**config.mk**
```make
export PLATFORM = sky130hd
export DESIGN_NAME = apb_irq_controller_n
export DESIGN_NICKNAME = d
export VERILOG_FILES = /design/src/rtl/apb_irq_pkg.sv /design/src/rtl/irq_prio_arbiter.sv /design/src/rtl/apb_irq_controller_n.sv
export SDC_FILE = /design/constraint.sdc
export NUM_CORES = 1
export LEC_CHECK = 0
export BUFFER_PORTS_ARGS = -buffer_cell sky130_fd_sc_hd__buf_2
export CAP_MARGIN = 10
export CORE_ASPECT_RATIO = 2
export CORE_MARGIN = 2
export CORE_UTILIZATION = 30
export CTS_BUF_LIST = sky130_fd_sc_hd__clkbuf_4 sky130_fd_sc_hd__clkbuf_8 sky130_fd_sc_hd__clkbuf_16
export DETAILED_ROUTE_END_ITERATION = 8
export GPL_ROUTABILITY_DRIVEN = 0
export PLACE_DENSITY = 0.57
export SLEW_MARGIN = 40
export SYNTH_ARGS = -nofsm -noshare
export SYNTH_HDL_FRONTEND = slang
export SYNTH_SLANG_ARGS = --single-unit
```
**constraint.sdc**
```tcl
create_clock -name pclk_i -period 6.3 [get_ports pclk_i]
set_clock_uncertainty 0.2 [all_clocks]
set_input_delay 0.315 -clock pclk_i [delete_from_list [all_inputs] [get_ports pclk_i]]
set_output_delay 0.315 -clock pclk_i [all_outputs]
set_load 0.02 [all_outputs]
```
**src/rtl/apb_irq_pkg.sv**
```systemverilog
// Shared register map and sizing helpers for apb_irq_controller_n.
package apb_irq_pkg;

    localparam logic [31:0] REG_MODE      = 32'd0;
    localparam logic [31:0] REG_ID        = 32'd1;
    localparam logic [31:0] REG_STATUS    = 32'd2;
    localparam logic [31:0] REG_MASK      = 32'd3;
    localparam logic [31:0] REG_THR       = 32'd4;
    localparam logic [31:0] REG_PRIO_BASE = 32'd5;

    localparam int ID_VALID_BIT = 31;

    // A single channel still needs a one-bit ID port.
    function automatic int id_width(input int n);
        return (n > 2) ? $clog2(n) : 1;
    endfunction

endpackage

```
**src/rtl/irq_prio_arbiter.sv**
```systemverilog
// Combinational priority arbiter: highest priority wins, ties go to the lowest index.
module irq_prio_arbiter
    import apb_irq_pkg::*;
#(
    parameter  int NUM_IRQ = 8,
    parameter  int PRIO_W  = 3,
    localparam int ID_W    = id_width(NUM_IRQ)
) (
    input  logic [NUM_IRQ-1:0]        cand,
    input  logic [NUM_IRQ*PRIO_W-1:0] prio,
    output logic                      vld,
    output logic [ID_W-1:0]           id
);
    localparam int LEAVES = 1 << ID_W;
    localparam int NODES  = 2 * LEAVES - 1;

    logic [NODES-1:0]             nv;
    logic [NODES-1:0][PRIO_W-1:0] np;
    logic [NODES-1:0][ID_W-1:0]   ni;

    // Heap-ordered tree; the left child always holds the lower indices, so
    // the right child only wins on a strictly higher priority.
    always_comb begin
        nv = '0;
        np = '0;
        ni = '0;
        for (int i = 0; i < NUM_IRQ; i++) begin
            nv[LEAVES-1+i] = cand[i];
            np[LEAVES-1+i] = prio[i*PRIO_W +: PRIO_W];
            ni[LEAVES-1+i] = ID_W'(i);
        end
        for (int j = LEAVES - 2; j >= 0; j--) begin
            if (nv[2*j+2] && (!nv[2*j+1] || (np[2*j+2] > np[2*j+1]))) begin
                nv[j] = 1'b1;
                np[j] = np[2*j+2];
                ni[j] = ni[2*j+2];
            end else begin
                nv[j] = nv[2*j+1];
                np[j] = np[2*j+1];
                ni[j] = ni[2*j+1];
            end
        end
    end

    assign vld = nv[0];
    assign id  = ni[0];

endmodule

```
**src/rtl/apb_irq_controller_n.sv**
```systemverilog
// APB interrupt controller with per-channel pending/mask/priority and a registered arbiter.
// Define IRQ_LEVEL_MODE_EN to build the MODE register and the level-sensitive request path.
module apb_irq_controller_n
    import apb_irq_pkg::*;
#(
    parameter  int NUM_IRQ = 8,
    parameter  int PRIO_W  = 3,
    localparam int ID_W    = id_width(NUM_IRQ)
) (
    input  logic               pclk_i,
    input  logic               rst_n_i,
    input  logic               enable_i,
    input  logic               psel_i,
    input  logic               penable_i,
    input  logic               pwrite_i,
    input  logic [31:0]        paddr_i,
    input  logic [31:0]        pwdata_i,
    output logic [31:0]        prdata_o,
    output logic               pready_o,
    output logic               pslverr_o,
    input  logic [NUM_IRQ-1:0] irq_trigger_i,
    output logic               interrupt_o,
    output logic [ID_W-1:0]    irq_id_o
);
    logic                           access, wr, mapped, win_vld, unused_wdata;
    logic [NUM_IRQ-1:0]             mode, mask, pending, prev, cand, ack, clr, rise, prio_hit;
    logic [NUM_IRQ-1:0][PRIO_W-1:0] prio;
    logic [PRIO_W-1:0]              thr;
    logic [ID_W-1:0]                win_id;
    logic [31:0]                    rdata;

    assign access       = psel_i & penable_i;
    assign wr           = access & pwrite_i;
    assign pready_o     = 1'b1;
    assign unused_wdata = ^pwdata_i;

    always_comb begin
        prio_hit = '0;
        ack      = '0;
        for (int k = 0; k < NUM_IRQ; k++) begin
            prio_hit[k] = (paddr_i == REG_PRIO_BASE + 32'(k));
            ack[k]      = (pwdata_i[ID_W-1:0] == ID_W'(k));
        end
    end

    assign mapped = (paddr_i <= REG_THR) || (|prio_hit);

`ifdef IRQ_LEVEL_MODE_EN
    always_ff @(posedge pclk_i or negedge rst_n_i) begin
        if (!rst_n_i)                      mode <= '0;
        else if (wr && paddr_i == REG_MODE) mode <= pwdata_i[NUM_IRQ-1:0];
    end
`else
    assign mode = '0;
`endif

    // Clears and acks only touch edge channels; a simultaneous rise wins.
    always_comb begin
        clr = '0;
        if (wr && paddr_i == REG_STATUS) clr = pwdata_i[NUM_IRQ-1:0];
        if (wr && paddr_i == REG_ID)     clr = ack;
        clr  = clr & ~mode;
        rise = enable_i ? (irq_trigger_i & ~prev & ~mode) : '0;
    end

    always_ff @(posedge pclk_i or negedge rst_n_i) begin
        if (!rst_n_i) begin
            prev    <= '0;
            pending <= '0;
        end else begin
            if (enable_i) prev <= irq_trigger_i;
            pending <= (mode & (enable_i ? irq_trigger_i : pending))
                     | (~mode & ((pending & ~clr) | rise));
        end
    end

    always_ff @(posedge pclk_i or negedge rst_n_i) begin
        if (!rst_n_i) begin
            mask <= '0;
            thr  <= '0;
            prio <= '0;
        end else begin
            if (wr && paddr_i == REG_MASK) mask <= pwdata_i[NUM_IRQ-1:0];
            if (wr && paddr_i == REG_THR)  thr  <= pwdata_i[PRIO_W-1:0];
            for (int k = 0; k < NUM_IRQ; k++)
                if (wr && prio_hit[k]) prio[k] <= pwdata_i[PRIO_W-1:0];
        end
    end

    for (genvar k = 0; k < NUM_IRQ; k++) begin : g_cand
        assign cand[k] = pending[k] & mask[k] & (prio[k] > thr);
    end

    irq_prio_arbiter #(.NUM_IRQ(NUM_IRQ), .PRIO_W(PRIO_W)) u_arb (
        .cand (cand),
        .prio (prio),
        .vld  (win_vld),
        .id   (win_id)
    );

    always_ff @(posedge pclk_i or negedge rst_n_i) begin
        if (!rst_n_i) begin
            interrupt_o <= 1'b0;
            irq_id_o    <= '0;
        end else if (enable_i) begin
            interrupt_o <= win_vld;
            if (win_vld) irq_id_o <= win_id;
        end
    end

    always_comb begin
        rdata = '0;
        case (paddr_i)
            REG_MODE:   rdata[NUM_IRQ-1:0] = mode;
            REG_ID: begin
                rdata[ID_VALID_BIT] = interrupt_o;
                rdata[ID_W-1:0]     = irq_id_o;
            end
            REG_STATUS: rdata[NUM_IRQ-1:0] = pending;
            REG_MASK:   rdata[NUM_IRQ-1:0] = mask;
            REG_THR:    rdata[PRIO_W-1:0]  = thr;
            default: begin
                for (int k = 0; k < NUM_IRQ; k++)
                    if (prio_hit[k]) rdata[PRIO_W-1:0] = prio[k];
            end
        endcase
    end

    assign prdata_o  = access ? rdata : '0;
    assign pslverr_o = access & ~mapped;

endmodule

```
# --- Word level (Yosys, flattened, before mapping) ---
# Cells that the tools add are included.
op_classes:
  mux: 35
  eq_ne: 19
  magnitude_cmp: 16
  bitwise: 25
  n_reduce_logical: 38
ops:
  columns: ["cell", "count"]
  rows:
  - ["$eq A32 B4 Y1 const B", 5]
  - ["$eq A32 B3 Y1 const B", 4]
  - ["$eq A32 B2 Y1 const B", 2]
  - ["$gt A3 B3 Y1", 15]
  - ["$mux W3", 15]
  - ["$eq A32 B1 Y1 const B", 1]
  - ["$le A32 B3 Y1 const B", 1]
  - ["$logic_not A32 Y1", 1]
  - ["$mux W32", 1]
  - ["$mux W8", 3]
  - ["$and A1 B1 Y1", 19]
  - ["$logic_and A1 B1 Y1", 19]
  - ["$and A8 B8 Y8", 2]
  - ["$not A8 Y8", 2]
  - ["$pmux W3 S5", 1]
  - ["$eq A3 B3 Y1 const B", 4]
  - ["$mux W1", 12]
  - ["$pmux W5 S2", 1]
  - ["$logic_or A1 B1 Y1", 8]
  - ["$or A8 B8 Y8", 1]
  - ["$reduce_or A8 Y1", 1]
  - ["$logic_not A1 Y1", 7]
  - ["$eq A3 B2 Y1 const B", 2]
  - ["$mux W2", 2]
  - ["other kinds (4)", 4]
totals:
  input_bits: 78
  word_cells: 147
  ff_bits: 55
  out_inout_bits: 38

# --- Depth between registers and ports, before layout ---
depth:
  ltp_word: 15
  ltp_mapped: 24
  mapped_depth_nobuf: 24

# --- By module ---
# A second synthesis with hierarchy kept.
unflattened:
  cells_unflattened: 494
  area_unflattened_um2: 4710.8
by_module_without_submodules:
  columns: ["mod", "area_per_inst_um2", "seq_area_each_um2", "instances", "cells_each"]
  rows:
  - ["apb_irq_controller_n", 3848.7, 1376.3, 1, 384]
  - ["irq_prio_arbiter", 862.1, 0.0, 1, 110]

# --- Worst setup path before layout ---
# OpenSTA, ideal clock, no wires.
synth_timing:
  kind: "flip-flop to flip-flop"
  startpoint: "reg thr[1]"
  endpoint: "reg irq_id_o[0]"
  setup_ns: 0.069
  required_time_ns: 6.031
  period_less_slack_ns: 4.977
  stages_incl_launch_ff: 24
  arrival_ns: 4.708
  slack_ns: 1.323
  path_cell_list: "dfrtp_1 inv_1 ha_1 nor2b_1 o311a_1 o211a_1 or3_1 buf_2 mux2_1 ha_1 nor2b_1 o21ai_0 a32oi_1 a21oi_1 o21ai_0 o31a_1 ha_1 nor2b_1 o21ai_0 a32oi_1 a31oi_1 a31oi_1 or4bb_1 nand3_1"
synth_between:
  elab_chain_len: 15
  word_cells_on_any_way: 61
synth_lines:
  columns: ["element", "line_no", "rtl"]
  rows:
  - ["start, declared", "apb_irq_controller_n.sv:28", "logic [PRIO_W-1:0] thr;"]
  - ["start signal, assigned", "apb_irq_controller_n.sv:84", "if (wr && paddr_i == REG_THR) thr <= pwdata_i[PRIO_W-1:0];"]
  - ["$gt A3 B3 Y1", "apb_irq_controller_n.sv:91", "assign cand[k] = pending[k] & mask[k] & (prio[k] > thr);"]
  - ["$and A1 B1 Y1", "apb_irq_controller_n.sv:91", null]
  - ["$logic_not A1 Y1", "irq_prio_arbiter.sv:33", "if (nv[2*j+2] && (!nv[2*j+1] || (np[2*j+2] > np[2*j+1]))) begin"]
  - ["$logic_or A1 B1 Y1", "irq_prio_arbiter.sv:33", null]
  - ["$logic_and A1 B1 Y1", "irq_prio_arbiter.sv:33", null]
  - ["$mux W3 / $mux W1 (equally long branches)", "irq_prio_arbiter.sv:33", null]
  - ["$gt A3 B3 Y1 / $logic_not A1 Y1 (equally long branches)", "irq_prio_arbiter.sv:33", null]
  - ["$logic_or A1 B1 Y1", "irq_prio_arbiter.sv:33", null]
  - ["$logic_and A1 B1 Y1", "irq_prio_arbiter.sv:33", null]
  - ["$mux W3 / $mux W1 (equally long branches)", "irq_prio_arbiter.sv:33", null]
  - ["$gt A3 B3 Y1 / $logic_not A1 Y1 (equally long branches)", "irq_prio_arbiter.sv:33", null]
  - ["$logic_or A1 B1 Y1", "irq_prio_arbiter.sv:33", null]
  - ["$logic_and A1 B1 Y1", "irq_prio_arbiter.sv:33", null]
  - ["$mux W1", "irq_prio_arbiter.sv:33", null]
  - ["$reduce_and A2 Y1 (no source line)", null, null]
  - ["end signal, assigned", "apb_irq_controller_n.sv:107", "if (win_vld) irq_id_o <= win_id;"]
  - ["end, declared", "apb_irq_controller_n.sv:23", "output logic [ID_W-1:0] irq_id_o"]
# Parallel ways exist; a longest one is shown, timed or not.
# A chain may end at the register's enable or synchronous reset.

# --- Worst setup path after layout ---
# Ends and elaborated chain as after synthesis.

==> impl_results.md <==
- Run status: finished, final reports clean
- Grt total ovfl: 0
- EDFF count, synth: 0
- Critical Path AT: 5.79 ns
- Final Slew Violations: 0
- Crit path required time: 6.34 ns
- RSZ-0062 raised after global routing: false
- TritonCTS clock tree: done
- Async SR Flop Fraction: 100%
- Largest net degree at the start of global routing: 56
- DP Worst Slack: 0.718 ns
- Starting Density: 30.7%
- Fillers: 1490
- Number of H-tree levels: 2
- Syn Area/Cell: 9.10 sq um
- DR DRC count: 0
- M1 GR Usage: 18.8%
- Commonest non-fill, non-tap cell in the layout: buf_2
- Max VDD drop: 170 uV
- Number of max-cap violations: 0
- Wire length per cell: 18.1 um
- Setup crit start kind: flip-flop
- Hold path start: irq_trigger_i[0]
- Hold Crit Class: in2reg
- Crit share post-route: 91.2%
- Final Hold Viols: 0
- Post-CTS Resized: 0
- Mapped Cells: 484
- Reg clk slew, reported paths: 0.08 ns
- Final HPWL DP: 10700 um
- #FFs+latches synth: 55
- Final setup margin: 0.556 ns
- Initial antenna violation count: 0
- Io pins: 116
- Worst r2r src: thr[1]$_DFFE_PN0P_
- Die height: 175 um
- RR Endpoint: irq_id_o[0]$_DFFE_PN0P_
- Distinct cell type count after synthesis: 54
- Via/cell ratio: 5.33
- DR iter-0 viols: 183
- Final setup TNS: 0 ns
- Layout cells sized above 1: 19.9%
- Ys flop type: dfrtp_1
- Slew @ Worst Pin: 0.708 ns
- Clk sinks: 55
- Routed wire length: 13400 um
- Core Region: 14400 sq um
- First-pass DRT Iterations: 4
- Final setup viols: 0
- Crit Path Max Fanout: 6
- Die width: 89.7 um
- Number of global-route vias before repair: 4116
- Global routing met3 resource utilization: 1.36%
- Detail Route Antenna Nets: 0
- # diodes: 0
- Longest Clk Path Bufs: 2
- Placed cell area: 4850 sq um
- Post-synth top area share: 31.2%
- Clk_lat worst skew: 0.31 ns
- Post-CTS setup buffers: 0
- Tot Pwr: 747 uW
- FF-to-FF setup slack: 0.56 ns
- Vias after detailed routing: 3953
- Rows: 62
- IO buf count: 67
- Leading area contributor after synthesis: dfrtp_1
- Kind of critical path: reg2reg
- Worst Setup End Kind: flip-flop
- Cell area after synthesis: 4410 sq um
- Hold Crit Endpoint: pending[0]$_DFF_PN0_
- Reg2reg path depth: 22
- Placed cells: 731
- Fin nets: 671
- Met2 usage: 33.9%
- Area growth syn-to-layout: 14.5%
- Synth area leaders: dfrtp_1 (31%), ha_1 (13%), mux2_2 (5.9%)
- GRT Util Overall: 17.8%
- Hold path depth: 2
- Final cell area excluding filler cells: 5040 sq um
- Relative slew slack: 52.3%
- Top Usage Layer GRT: met2
- Pwr dens: 148 nW/um^2
- Crit. Startpoint: thr[1]$_DFFE_PN0P_
- CTS Buf Count: 5
- Leak: 2.28 nW
- Ys Warns: 0
- Seq/Total Area, Yosys: 31.2%
- Global-route wire length before repair: 21400 um
- CTS Root Cell: clkbuf_16
- Die area: 15700 sq um
- Most frequent cells in the layout: buf_2 (67), dfrtp_1 (55), nand2_1 (48)
- Final Critical Period: 5.74 ns
- F_max: 174 MHz
- Final cell count without fillers: 741
## cells in the mapped netlist (2+ instances only)
library cell	count
mux2_1	16
nand2_1	48
dfrtp_1	55
or3_1	3
clkbuf_1	9
buf_4	24
nor3_2	5
a21o_1	3
o211ai_1	5
a2111oi_0	3
a22oi_1	9
o31ai_1	2
o311ai_1	2
o31a_1	3
ha_1	45
nor3_1	5
conb_1	2
a221oi_1	3
a31oi_1	8
nor3b_1	2
a32o_1	4
mux2_2	23
a21oi_1	9
buf_1	2
a32oi_1	4
mux2i_1	10
inv_1	29
o21ai_1	14
a211oi_1	6
nor4_1	10
nand3b_1	4
nor2b_1	21
nor2_1	25
buf_2	2
o21a_1	2
nand4_1	4
nand3_1	19
nand2b_1	6
o21ai_0	18
o311a_1	5
a21boi_0	2
## metal layers
layer | up-vias | routed length [um]
met2 | 152 | 7510
met1 | 1914 | 4850
met5 | - | 0
met4 | 0 | 500
li1 | 1865 | -
met3 | 22 | 554
## stage by stage
step / hold WS (ns) / utilization [%]
after detailed placement: 0.241 / 33.8
after global placement: 0.233 / 33.8
final: 0.0390 / 35.1
after CTS: 0.0302 / 35.0
after floorplan: -0.181 / -
after global routing: 0.0409 / 35.1
## registers in the layout (all words and copies together) (netlist names)
signal       cells
interrupt_o      1
irq_id_o         3
mask             8
pending          8
prev             8
prio            24
thr              3
## power by group
group	total [mW]	internal [mW]	leakage, nW	switching, mW
Clock	0.308	0.154	0.0776	0.153
Sequential	0.360	0.358	0.699	0.00251
Combinational	0.0790	0.0253	1.51	0.0537
## worst max-delay path by stage
stage	endpoint	slack [ns]
after CTS	irq_id_o[0]$_DFFE_PN0P_	0.65
final	irq_id_o[0]$_DFFE_PN0P_	0.56
after global routing	irq_id_o[0]$_DFFE_PN0P_	0.13
after detailed placement	irq_id_o[0]$_DFFE_PN0P_	0.72
after global placement	irq_id_o[0]$_DFFE_PN0P_	0.84
after floorplan	irq_id_o[0]$_DFFE_PN0P_	1.32
## kinds of logic after synthesis
family | after synthesis | share of synthesized area [%]
multiplexers | 49 | 12.2
flip-flops | 55 | 31.2
adder cells (fa/ha/maj) | 45 | 12.8
buffers and inverters | 66 | 7.72
AND/OR/NAND/NOR | 159 | 18.9
AO/OA/AOI/OAI | 108 | 16.9
other | 2 | 0.170
## timing repair
item                                    in CTS  in global routing
hold buffers                                 1                  0
endpoints found under the hold margin       55                  0
endpoints found under the setup margin       0                  0
## worst max-delay path, stage by stage, from the launching register on
cell	delay, ns
dfrtp_1	0.39
inv_1	0.22
ha_1	0.30
nor2b_1	0.13
o311a_1	0.32
o211a_1	0.13
or3_1	0.42
mux2_1	0.38
ha_1	0.33
nor2b_1	0.13
o21ai_0	0.21
a32oi_1	0.14
a21oi_1	0.37
o21ai_0	0.15
o31a_1	0.17
ha_1	0.32
nor2b_1	0.13
o21ai_0	0.17
a32oi_1	0.08
a31oi_1	0.25
a31oi_1	0.11
or4bb_1	0.52
nand3_1	0.09
## cell type report
class                           instances  area (sq um)  share of cell area, %
Clock inverter                          3          33.8                  0.670
Sequential cell                        55          1380                   27.3
Multi-Input combinational cell        385          2770                   54.9
Timing Repair Buffer                   72           388                   7.69
Inverter                               29           109                   2.16
Clock buffer                            5           125                   2.48
Tap cell                              192           240                   4.76
(Power assumes the default switching activity.)
